--- src/rtl/serial_add_pkg.sv ---
// Shared types and sizing helpers for the bit-serial adder controller.
package serial_add_pkg;

  typedef enum logic [1:0] {
    IDLE = 2'd0,
    RUN  = 2'd1,
    DONE = 2'd2
  } state_t;

  // Counter must hold 0..WIDTH-1 without wrapping; sized to WIDTH+1 values.
  function automatic int cnt_width(input int w);
    return (w < 1) ? 1 : $clog2(w + 1);
  endfunction

endpackage

--- src/rtl/fa_1bit.sv ---
// Purely combinational 1-bit full adder shared by every bit step.
module fa_1bit (
  input  logic a,
  input  logic b,
  input  logic cin,
  output logic s,
  output logic cout
);

  assign s    = a ^ b ^ cin;
  assign cout = (a & b) | (a & cin) | (b & cin);

endmodule

--- src/rtl/serial_add_ctrl.sv ---
// Bit-serial add controller: one full adder stepped WIDTH times, LSB first.
// Optional subtract/overflow support is built when SERIAL_ADD_SUB_EN is defined.
module serial_add_ctrl
  import serial_add_pkg::*;
#(
  parameter int WIDTH = 8
) (
  input  logic             clk,
  input  logic             rst_n,
  input  logic             start,
  input  logic [WIDTH-1:0] a,
  input  logic [WIDTH-1:0] b,
  input  logic             cin,
  output logic             ready,
  output logic             busy,
  output logic             done,
  output logic [WIDTH-1:0] sum,
  output logic             cout
`ifdef SERIAL_ADD_SUB_EN
  ,
  input  logic             sub,
  output logic             ovf
`endif
);

  localparam int CW = cnt_width(WIDTH);

  state_t           state, next_state;
  logic [WIDTH-1:0] a_sh, b_sh, next_a_sh, b_load;
  logic [CW-1:0]    cnt;
  logic             carry, carry_load;
  logic             fa_s, fa_cout;
  logic             last_bit, accept;

  fa_1bit u_fa (
    .a    (a_sh[0]),
    .b    (b_sh[0]),
    .cin  (carry),
    .s    (fa_s),
    .cout (fa_cout)
  );

  assign last_bit = (cnt == CW'(WIDTH - 1));
  assign accept   = start && ready;

  // The A shift register doubles as the partial sum: each sum bit enters at
  // the MSB as an operand bit leaves at the LSB, so it never exposes partials.
  generate
    if (WIDTH == 1) begin : g_narrow
      assign next_a_sh = fa_s;
    end else begin : g_wide
      assign next_a_sh = {fa_s, a_sh[WIDTH-1:1]};
    end
  endgenerate

`ifdef SERIAL_ADD_SUB_EN
  assign b_load     = sub ? ~b : b;
  assign carry_load = sub ? 1'b1 : cin;
`else
  assign b_load     = b;
  assign carry_load = cin;
`endif

  always_ff @(posedge clk) begin
    if (!rst_n) state <= IDLE;
    else        state <= next_state;
  end

  always_comb begin
    next_state = state;
    case (state)
      IDLE:    next_state = start ? RUN : IDLE;
      RUN:     next_state = last_bit ? DONE : RUN;
      DONE:    next_state = start ? RUN : IDLE;
      default: next_state = IDLE;
    endcase
  end

  always_comb begin
    ready = 1'b0;
    busy  = 1'b0;
    done  = 1'b0;
    case (state)
      IDLE:    ready = 1'b1;
      RUN:     busy  = 1'b1;
      DONE:    begin ready = 1'b1; done = 1'b1; end
      default: ready = 1'b0;
    endcase
  end

  // Result outputs change only on the final RUN step, i.e. on entry to DONE.
  always_ff @(posedge clk) begin
    if (!rst_n) begin
      a_sh  <= '0;
      b_sh  <= '0;
      carry <= 1'b0;
      cnt   <= '0;
      sum   <= '0;
      cout  <= 1'b0;
`ifdef SERIAL_ADD_SUB_EN
      ovf   <= 1'b0;
`endif
    end else if (accept) begin
      a_sh  <= a;
      b_sh  <= b_load;
      carry <= carry_load;
      cnt   <= '0;
    end else if (state == RUN) begin
      a_sh  <= next_a_sh;
      b_sh  <= b_sh >> 1;
      carry <= fa_cout;
      cnt   <= cnt + CW'(1);
      if (last_bit) begin
        sum  <= next_a_sh;
        cout <= fa_cout;
`ifdef SERIAL_ADD_SUB_EN
        ovf  <= carry ^ fa_cout;
`endif
      end
    end
  end

endmodule
--- config.mk ---
export PLATFORM = sky130hd
export DESIGN_NAME = serial_add_ctrl
export DESIGN_NICKNAME = d
export VERILOG_FILES = /design/src/rtl/serial_add_pkg.sv /design/src/rtl/fa_1bit.sv /design/src/rtl/serial_add_ctrl.sv
export SDC_FILE = /design/constraint.sdc
export NUM_CORES = 1
export LEC_CHECK = 0
export BUFFER_PORTS_ARGS = -buffer_cell sky130_fd_sc_hd__buf_2
export CAP_MARGIN = 20
export CORE_ASPECT_RATIO = 0.9
export CORE_MARGIN = 1
export CORE_UTILIZATION = 40
export CTS_BUF_LIST = sky130_fd_sc_hd__clkbuf_2
export CTS_CLUSTER_SIZE = 16
export DETAILED_ROUTE_END_ITERATION = 16
export HOLD_SLACK_MARGIN = 0.12
export SLEW_MARGIN = 20
export SYNTH_ARGS = -nofsm -noshare
export SYNTH_HDL_FRONTEND = slang
export SYNTH_SLANG_ARGS = --single-unit
--- constraint.sdc ---
create_clock -name clk -period 1.2 [get_ports clk]
set_input_delay 0.12 -clock clk [delete_from_list [all_inputs] [get_ports clk]]
set_output_delay 0.12 -clock clk [all_outputs]
set_load 0.03 [all_outputs]
# After elaboration in Yosys (flattened, before gate mapping)
# Index checks and enable logic that the tools add are counted.
# Widths: inputs -> output; s select.
# totals
rom_bits,0
word_cells,38
in_bits,20
latchBits,0
mem_count,0
mem_bits_rw,0
ff_bits,32
output_inout_bits,12
# classes
muxes,12
addsub,1
bitwise_logic,9
reduce_logical,6
magnitude_cmp,0
mul,0
div_mod_pow,0
eq_ne,3
shifts,0
# ops
operator,count
$mux 8,4
$mux 1,6
$add 4x1->4 const B,1
$eq 4x3->1 const B,1
$pmux 2 s2,1
$reduce_or 2->1,2
$and 1x1->1,3
$reduce_and 3->1,1
$eq 2x1->1 const B,1
$eq 2x2->1 const B,1
$logic_not 2->1,1
$mux 2,1
$not 1->1,2
$or 1x1->1,2
$reduce_bool 2->1,1
$xor 1x1->1,2
$logic_and 1x1->1,1

# Logic depth before layout (Yosys ltp)
# Gate-level depths: netlist (run 1).
# depth
depth_word,6
mapped_depth,5
mapped_depth_nobuf,4

# Modules after synthesis
# A second synthesis (run 1) with hierarchy kept.
# unflattened
hier_cells,157
area_unflattened_um2,1391.3
# by_module_without_submodules
module,cells_per_inst,area_per_inst_um2,seq_area_each_um2,instances
serial_add_ctrl,156,1371.3,640.6,1
fa_1bit,1,20.0,0.0,1

# Worst setup path after synthesis (run 1)
# Ideal clock, no wire load.
# synth_path
path_type,register to register
from,reg cnt[0]
to,reg cout
stages_incl_launch_ff,5
synth_period_minus_slack_ns,1.164
path_buffers,0
t_arrival_ns,1.092
slack_ns,0.036
t_required_ns,1.128
setup_time_ns,0.072
path_cell_list,dfxtp_1 ha_1 nand3b_1 nor2_8 mux2i_1
# synth_between
elab_chain_cells,2
# synth_lines
element,line_no,source
from (decl),serial_add_ctrl.sv:30,logic [CW-1:0] cnt;
from (signal assigned),serial_add_ctrl.sv:112,cnt <= cnt + CW'(1);
$eq 4x3->1,serial_add_ctrl.sv:43,assign last_bit = (cnt == CW'(WIDTH - 1));
$reduce_and 3->1 (no source line),n/a,
to (signal assigned),serial_add_ctrl.sv:115,cout <= fa_cout;
to (decl),serial_add_ctrl.sv:18,output logic cout
# Every way passes these cells.
# A chain may end at the register's enable or synchronous reset.

# Worst setup path after layout (run 1)
# layout_path
from,reg state[1]
to,out busy
# layout_between
elab_chain_cells,2
# layout_lines
element,line_no,source
from (decl),serial_add_ctrl.sv:28,"state_t state, next_state;"
from (signal assigned),serial_add_ctrl.sv:66,else state <= next_state;
$eq 2x1->1,serial_add_ctrl.sv:83,case (state)
$mux 1,serial_add_ctrl.sv:83,
to (decl),serial_add_ctrl.sv:15,"output logic busy,"
# Every way passes these cells.

==> metrics.csv, run 1 <==
stage,metric,value,unit
outcome,status,finished with violations,
outcome,failing checks,setup timing,
setup_path,Reg2Reg Depth,5,
logic_synthesis,"Cell Area, Synth",0.00139,mm^2
logic_synthesis,number of synthesized register bits,32,
floorplan,die extent in x,64.2,um
power,Max VDD drop,0.000609,V
clock_tree,Clock Sinks,32,
timing,Final Skew,0.0215,ns
power,Leak,0.805,nW
placed_design,Buffers on Ports,31,
setup_path,"slowest stage cell, crit path",dfxtp_2,
logic_synthesis,Yosys top cell area share,46.0,%
finish,Post-layout nets,240,
logic_synthesis,syn_nets,179,
setup_path,Crit Reg-Reg Endpoint,sum[5],
setup_path,reg-to-reg critical path startpoint,cnt[1],
clock_tree,TritonCTS Buffers,5,
hold_path,Min-Delay Endpoint,sum[0],
route,Detailed Route Iter0 Violations,35,
finish,area growth from synthesis to layout,41.5,%
timing,total negative slack,-0.0719,ns
setup_path,crit path launch type,flip-flop,
hold_path,hold path start,rst_n,
timing,Tmin final,1.23,ns
clock_tree,clk_lat worst skew,0.36,ns
finish,diode count,0,
setup_path,worst-path maximum fanout,3,
setup_path,CP Class,flip-flop to output port,
route,WL/cell,13.0,um
floorplan,Die Y,58.0,um
floorplan,FP Rows,19,
route,vias post-DR,1310,
logic_synthesis,count of cell types in the netlist,31,
setup_path,flop-to-flop setup slack,-0.01,ns
placed_design,Detail Placement HPWL,2100,um
setup_path,WP data required,1.08,ns
power,Clk pwr share,24.6,%
timing,Worst-Margin Slew,0.525,ns
timing,Worst slew margin,65.0,%
floorplan,Die ar.,0.00372,mm^2
timing,fin worst setup slack,-0.0324,ns
logic_synthesis,Area contributors post-synth,"dfxtp_1, nand2_1, mux2i_1, a31oi_1, o21ai_0",
route,DRT Pass-1 Iters,4,
floorplan,IO Count,32,
timing,Achievable Freq,811,MHz
setup_path,WP data arrival,1.11,ns
power,Sequential Power Share,56.7,%
timing,final-report hold violation count,0,
timing,fin crit share,103,%
floorplan,core area,0.00319,mm^2
placed_design,GPL Wtd Cong,0.733,
route,DRT antenna net count,0,
global_route,Total GRT Usage,19.8,%
global_route,pin count of the biggest net entering global routing,32,
timing,# setup viols final,6,
placed_design,Cells after DPL,230,
clock_tree,Clock Path Buffers,2,
global_route,antenna violations before repair,0,
timing,Max Transition Viols Final,0,
hold_path,Worst Hold Class,input pin to flip-flop,
logic_synthesis,Yosys warnings,0,
global_route,vias in the first global route,1229,
setup_path,CP max stage delay,0.36,ns
power,pwr dens,1040,mW/mm^2
clock_tree,"Clk pin slew, worst setup/hold paths",0.16,ns
global_route,first-pass GRT wire length,5490,um
finish,number of fill cells,299,
clock_tree,CTS tree,built,
setup_path,CP cell instances,nand2b_4 -> inv_2 -> buf_6 -> buf_6,
hold_path,worst hold stages,3,
route,total length of routed wires,3380,um
floorplan,Initial Util,43.7,%
power,P_int,1.47,mW
flow_run,max cap viols,0,
logic_synthesis,"Seq/Total Area, Yosys",46.0,%
setup_path,Worst Setup End Kind,output port,
logic_synthesis,Cells after Synth,157,
logic_synthesis,Synth area leader,dfxtp_1,
clock_tree,clock root buffer,clkbuf_2,
route,Residual DRC,0,
route,vias per cell,5.02,
global_route,grt ovf,0,
setup_path,Crit path top cell by count,buf_6,
finish,"Cell Count, Final, Fillers Out",261,
power,NetSw,0.584,mW
power,Sw Ratio,28.5,%
power,logic gate share of total power,18.7,%
finish,share of cells above drive strength 1,34.2,%
timing,unrepaired setup endpoints after global routing,yes,
clock_tree,H-tree levels,2,
logic_synthesis,Syn Area/Cell,8.86,um^2
==> layout by cell type (no fill, tap or decap), drive strengths merged, types with 3 or more instances in the layout <==
| cell type | n |
|---|---|
| mux2i | 9 |
| a22oi | 5 |
| dlygate4sd3 | 17 |
| o21ai | 10 |
| a21boi | 6 |
| a21oi | 3 |
| dfxtp | 32 |
| nor2 | 6 |
| nand2 | 40 |
| a31oi | 9 |
| nand3 | 7 |
| buf | 48 |
| clkbuf | 7 |
==> how the worst max path moves through the flow <==
stage	from	endpoint	slack, ns	cells past startpoint
after floorplan	cnt[0]	cout	0.04	4
after global placement	state[1]	b_sh[3]	0.005	5
after detailed placement	cnt[0]	sum[2]	-0.06	4
after CTS	state[1]	busy	-0.04	4
after global routing	state[1]	busy	-0.13	4
final	state[1]	busy	-0.03	4
==> timing repair <==
| item | CTS | global route |
|---|---|---|
| buffers inserted | 4 | 2 |
| cloned | 1 | 0 |
| hold buffers | 17 | 0 |
| pin swaps | 3 | 3 |
| endpoints found under the hold margin | 17 | 0 |
| endpoints found under the setup margin | 20 | 31 |
| gates resized for setup | 14 | 16 |
==> layout make-up <==
class,count,area (um^2),area share (%)
Clock buffer,7,35.0,1.78
Clock inverter,1,3.75,0.191
Inverter,2,7.51,0.381
Multi-Input combinational cell,112,727,36.9
Sequential cell,32,649,33.0
Tap cell,42,52.6,2.67
Timing Repair Buffer,65,493,25.0
==> power by group through the flow <==
stage          logic, mW  registers [mW]  clock network (mW)
2_1_floorplan      0.206            1.17                   0
3_3_place_gp       0.279            1.18                   0
3_5_place_dp       0.286            1.18                   0
4_1_cts            0.358            1.16               0.511
5_1_grt            0.419            1.17               0.576
6_report           0.384            1.16               0.503
==> routing by layer <==
| layer | track usage, % | vias to the layer above | share of wire, % |
|---|---|---|---|
| li1 | - | 659 | - |
| met1 | 23.3 | 614 | 45 |
| met2 | 34.0 | 33 | 49 |
| met3 | 7.09 | 4 | 4.7 |
| met4 | 5.71 | 0 | 1.1 |
| met5 | 0 | - | 0 |
==> sequential cells by signal (all words and copies together), names as in the netlist <==
register,count
a_sh,8
b_sh,8
sum,8
cnt,4
state,2
carry,1
cout,1
==> metrics by stage <==
| step | setup WS [ns] | power [mW] | cell area, um^2 | hold slack [ns] | utilization (%) |
|---|---|---|---|---|---|
| finish | -0.0324 | 2.05 | 1970 | 0.247 | 61.8 |
| global route | -0.127 | 2.17 | 1970 | 0.223 | 61.8 |
| CTS | -0.0379 | 2.03 | 1900 | 0.226 | 59.8 |
| detailed placement | -0.0633 | 1.47 | 1620 | 0.380 | 50.7 |
| global placement | 0.00527 | 1.46 | 1620 | 0.377 | 50.7 |
| floorplan | 0.0360 | 1.38 | 1390 | 0.265 | - |
==> logic make-up after synthesis <==
logic type	synth area share, %
AO/OA/AOI/OAI	15.9
XOR/XNOR	1.26
adder cells (fa/ha/maj)	2.34
buffers and inverters	6.65
flip-flops	46.0
multiplexers	6.48
AND/OR/NAND/NOR	21.3
==> worst max-delay path: cells and delay by family (launching register included) <==
kind	cells	cell delay, ns
simple gates	1	0.13
flops	1	0.36
buf+inv	3	0.28
==> synth_stat cells <==
cell type	n
o21ai_0	10
nand2b_1	1
inv_1	2
a22oi_1	5
nor2_1	4
nor3_1	2
a21oi_1	3
mux2i_1	9
nor2_8	1
a21boi_1	2
dfxtp_1	32
buf_2	5
fa_1	1
buf_6	4
nand2_2	1
nand2_1	39
nand3b_1	2
buf_4	1
clkbuf_1	2
xnor2_1	1
xor2_1	1
and2b_1	2
nand3_1	7
or3_1	1
nand2b_2	1
a21boi_0	4
and2_1	1
o221ai_1	2
ha_1	1
a31oi_1	9
nor2b_1	1
No activity file was read; power rests on OpenSTA's default activity.
==> run 2: changes to the inputs <==
--- a/config.mk
+++ b/config.mk
@@ -10,7 +10,7 @@
 export CORE_ASPECT_RATIO = 0.9
 export CORE_MARGIN = 1
 export CORE_UTILIZATION = 40
-export CTS_BUF_LIST = sky130_fd_sc_hd__clkbuf_2
+export CTS_BUF_LIST = sky130_fd_sc_hd__clkbuf_8
 export CTS_CLUSTER_SIZE = 16
 export DETAILED_ROUTE_END_ITERATION = 16
 export HOLD_SLACK_MARGIN = 0.12
==> metrics.csv, run 2 (synthesized netlist as in run 1, its figures left out) <==
stage,metric,value,unit,change
timing,Final Skew,0.00359,ns,-0.0179 ns
setup_path,"Buf+Inv Stages, Crit Path",1,,-2
power,pwr dens,1240,mW/mm^2,+19%
floorplan,Die ar.,0.00372,mm^2,unchanged
setup_path,WP data arrival,1.41,ns,+0.30 ns
finish,number of fill cells,303,,+1.3%
clock_tree,"Clk pin slew, worst setup/hold paths",0.06,ns,-0.10 ns
setup_path,WP data required,1.42,ns,+0.34 ns
global_route,vias in the first global route,1195,,-2.8%
finish,Seq. cell area,649,um^2,unchanged
finish,footprint of the multi-input gates,728,um^2,+0.17%
route,vias post-DR,1279,,-2.4%
global_route,antenna violations before repair,0,,unchanged
timing,Achievable Freq,838,MHz,+3.3%
setup_path,reg-to-reg critical path startpoint,cnt[0],,
finish,Util after Layout,59.2,%,-2.6 points
setup_path,crit-path leading delay family,flip-flops,,
global_route,M2 GR Usage,32.8,%,-1.2 points
floorplan,die extent in x,64.2,um,unchanged
timing,# setup viols final,0,,-6
timing,final-report hold violation count,0,,unchanged
global_route,met1 Use GR,23.4,%,+0.094 points
finish,top flop regs,"a_sh: 8 flops, b_sh: 8 flops, sum: 8 flops",,
route,Residual DRC,0,,unchanged
global_route,met3 Use GR,5.91,%,-1.2 points
clock_tree,CTS tree,built,,
placed_design,Buffers on Ports,31,,unchanged
finish,area growth from synthesis to layout,35.5,%,
route,DRT antenna net count,0,,unchanged
finish,diode count,0,,unchanged
timing,fin crit share,99.4,%,-3.3 points
floorplan,Die Y,58.0,um,unchanged
setup_path,CP Class,flip-flop to flip-flop,,
finish,Post-layout nets,227,,-5.4%
clock_tree,clk_lat worst skew,0.28,ns,-0.08 ns
timing,Worst slew margin,64.9,%,-0.085 points
clock_tree,Clock Sinks,32,,unchanged
setup_path,flop-to-flop setup slack,0.007,ns,+0.02 ns
global_route,gr busiest metal,met2,,
setup_path,crit path launch type,flip-flop,,
clock_tree,H-tree levels,2,,unchanged
hold_path,Worst Hold Class,input pin to flip-flop,,
power,Max VDD drop,0.000661,V,+8.5%
timing,Tmin final,1.19,ns,-0.0392 ns
route,DRT Pass-1 Iters,4,,unchanged
timing,Worst-Margin Slew,0.526,ns,+0.00128 ns
route,vias per cell,5.16,,+2.8%
setup_path,Reg2Reg Depth,5,,unchanged
route,total length of routed wires,3330,um,-1.4%
hold_path,worst hold stages,3,,unchanged
route,Detailed Route Iter0 Violations,20,,-43%
setup_path,"slowest stage cell, crit path",dfxtp_2,,
setup_path,CP max stage delay,0.36,ns,about the same
power,Leak,0.782,nW,-2.9%
setup_path,Worst Setup End Kind,flip-flop,,
global_route,Total GRT Usage,19.3,%,-0.43 points
clock_tree,clock root buffer,clkbuf_8,,
clock_tree,Clock Path Buffers,2,,unchanged
global_route,grt ovf,0,,unchanged
setup_path,CP cell instances,ha_4 -> nand3b_1 -> buf_6 -> nor2_4 -> mux2i_1,,
timing,unrepaired setup endpoints after global routing,yes,,
floorplan,core area,0.00319,mm^2,unchanged
outcome,status,"complete, no violations",,
setup_path,worst-path maximum fanout,5,,+2
setup_path,Crit Reg-Reg Endpoint,sum[7],,
power,total power,2.34,mW,+14%
placed_design,GPL Wtd Cong,0.733,,unchanged
hold_path,Min-Delay Endpoint,b_sh[2],,
global_route,first-pass GRT wire length,5370,um,-2.1%
floorplan,Initial Util,43.7,%,unchanged
clock_tree,TritonCTS Buffers,5,,unchanged
finish,"commonest non-fill, non-tap cells in the layout","nand2_1, buf_2, dfxtp_1, buf_4, o21ai_0",,
floorplan,IO Count,32,,unchanged
finish,"most common cell after layout, fill and taps aside",nand2_1,,
finish,share of cells above drive strength 1,35.9,%,+1.7 points
timing,Max Transition Viols Final,0,,unchanged
floorplan,FP Rows,19,,unchanged
route,WL/cell,13.4,um,+3.7%
hold_path,hold path start,b[2],,
flow_run,max cap viols,0,,unchanged
placed_design,Detail Placement HPWL,2100,um,unchanged
global_route,pin count of the biggest net entering global routing,32,,unchanged
run 2: power by group:
| group | total, mW | switching [mW] | leakage, nW | internal [mW] |
|---|---|---|---|---|
| clock network | 0.816 | 0.367 | 0.0538 | 0.450 |
| logic | 0.356 | 0.189 | 0.464 | 0.168 |
| registers | 1.16 | 0.0439 | 0.264 | 1.12 |
run 2: stage by stage:
| stage | setup TNS (ns) | std cells | hold WS [ns] | setup slack (ns) | instance area [um^2] |
|---|---|---|---|---|---|
| final | 0 | 248 | 0.131 | 0.00681 | 1890 |
| after global routing | -0.394 | 248 | 0.148 | -0.0859 | 1890 |
| after floorplan | 0 | 157 | 0.265 | 0.0360 | 1390 |
| after CTS | -0.000971 | 245 | 0.137 | -0.000971 | 1790 |
| after detailed placement | -0.473 | 230 | 0.380 | -0.0633 | 1620 |
| after global placement | 0 | 230 | 0.377 | 0.00527 | 1620 |
run 2: final cells by class:
type                            count  share of cell area [%]
Clock inverter                      2                   0.398
Inverter                            2                   0.398
Multi-Input combinational cell    112                    38.6
Sequential cell                    32                    34.4
Clock buffer                        6                    4.38
Tap cell                           42                    2.79
Timing Repair Buffer               52                    19.0
run 2: per-layer routing:
layer  wire (um)  vias to the layer above  share of wire (%)
met2        1660                       41                 50
li1            -                      635                  -
met4          42                        0                1.3
met1        1460                      597                 44
met3         175                        6                5.3
met5           0                        -                  0
run 2: worst max-delay path by stage:
stage | from | to | slack [ns] | cells past startpoint
2_1_floorplan | cnt[0] | cout | 0.04 | 4
3_3_place_gp | state[1] | b_sh[3] | 0.005 | 5
3_5_place_dp | cnt[0] | sum[2] | -0.06 | 4
4_1_cts | carry | a_sh[7] | -0.001 | 3
5_1_grt | cnt[0] | sum[1] | -0.09 | 5
6_report | cnt[0] | sum[7] | 0.007 | 5
run 2: worst register-to-register path, delay by kind of cell, from the launching register on:
family / cells / cell delay (ns)
buffers and inverters: 1 / 0.15
multiplexers: 1 / 0.20
adder cells (fa/ha/maj): 1 / 0.14
flip-flops: 1 / 0.36
AND/OR/NAND/NOR: 2 / 0.29
run 2: timing repair:
| action | in CTS | in global routing |
|---|---|---|
| hold buffers | 2 | 1 |
| cloned | 1 | 0 |
| pin swaps | 3 | 6 |
| endpoints found under the setup margin | 19 | 30 |
| hold endpoints to repair | 2 | 1 |
| setup buffers | 4 | 2 |
| gates resized for setup | 10 | 19 |
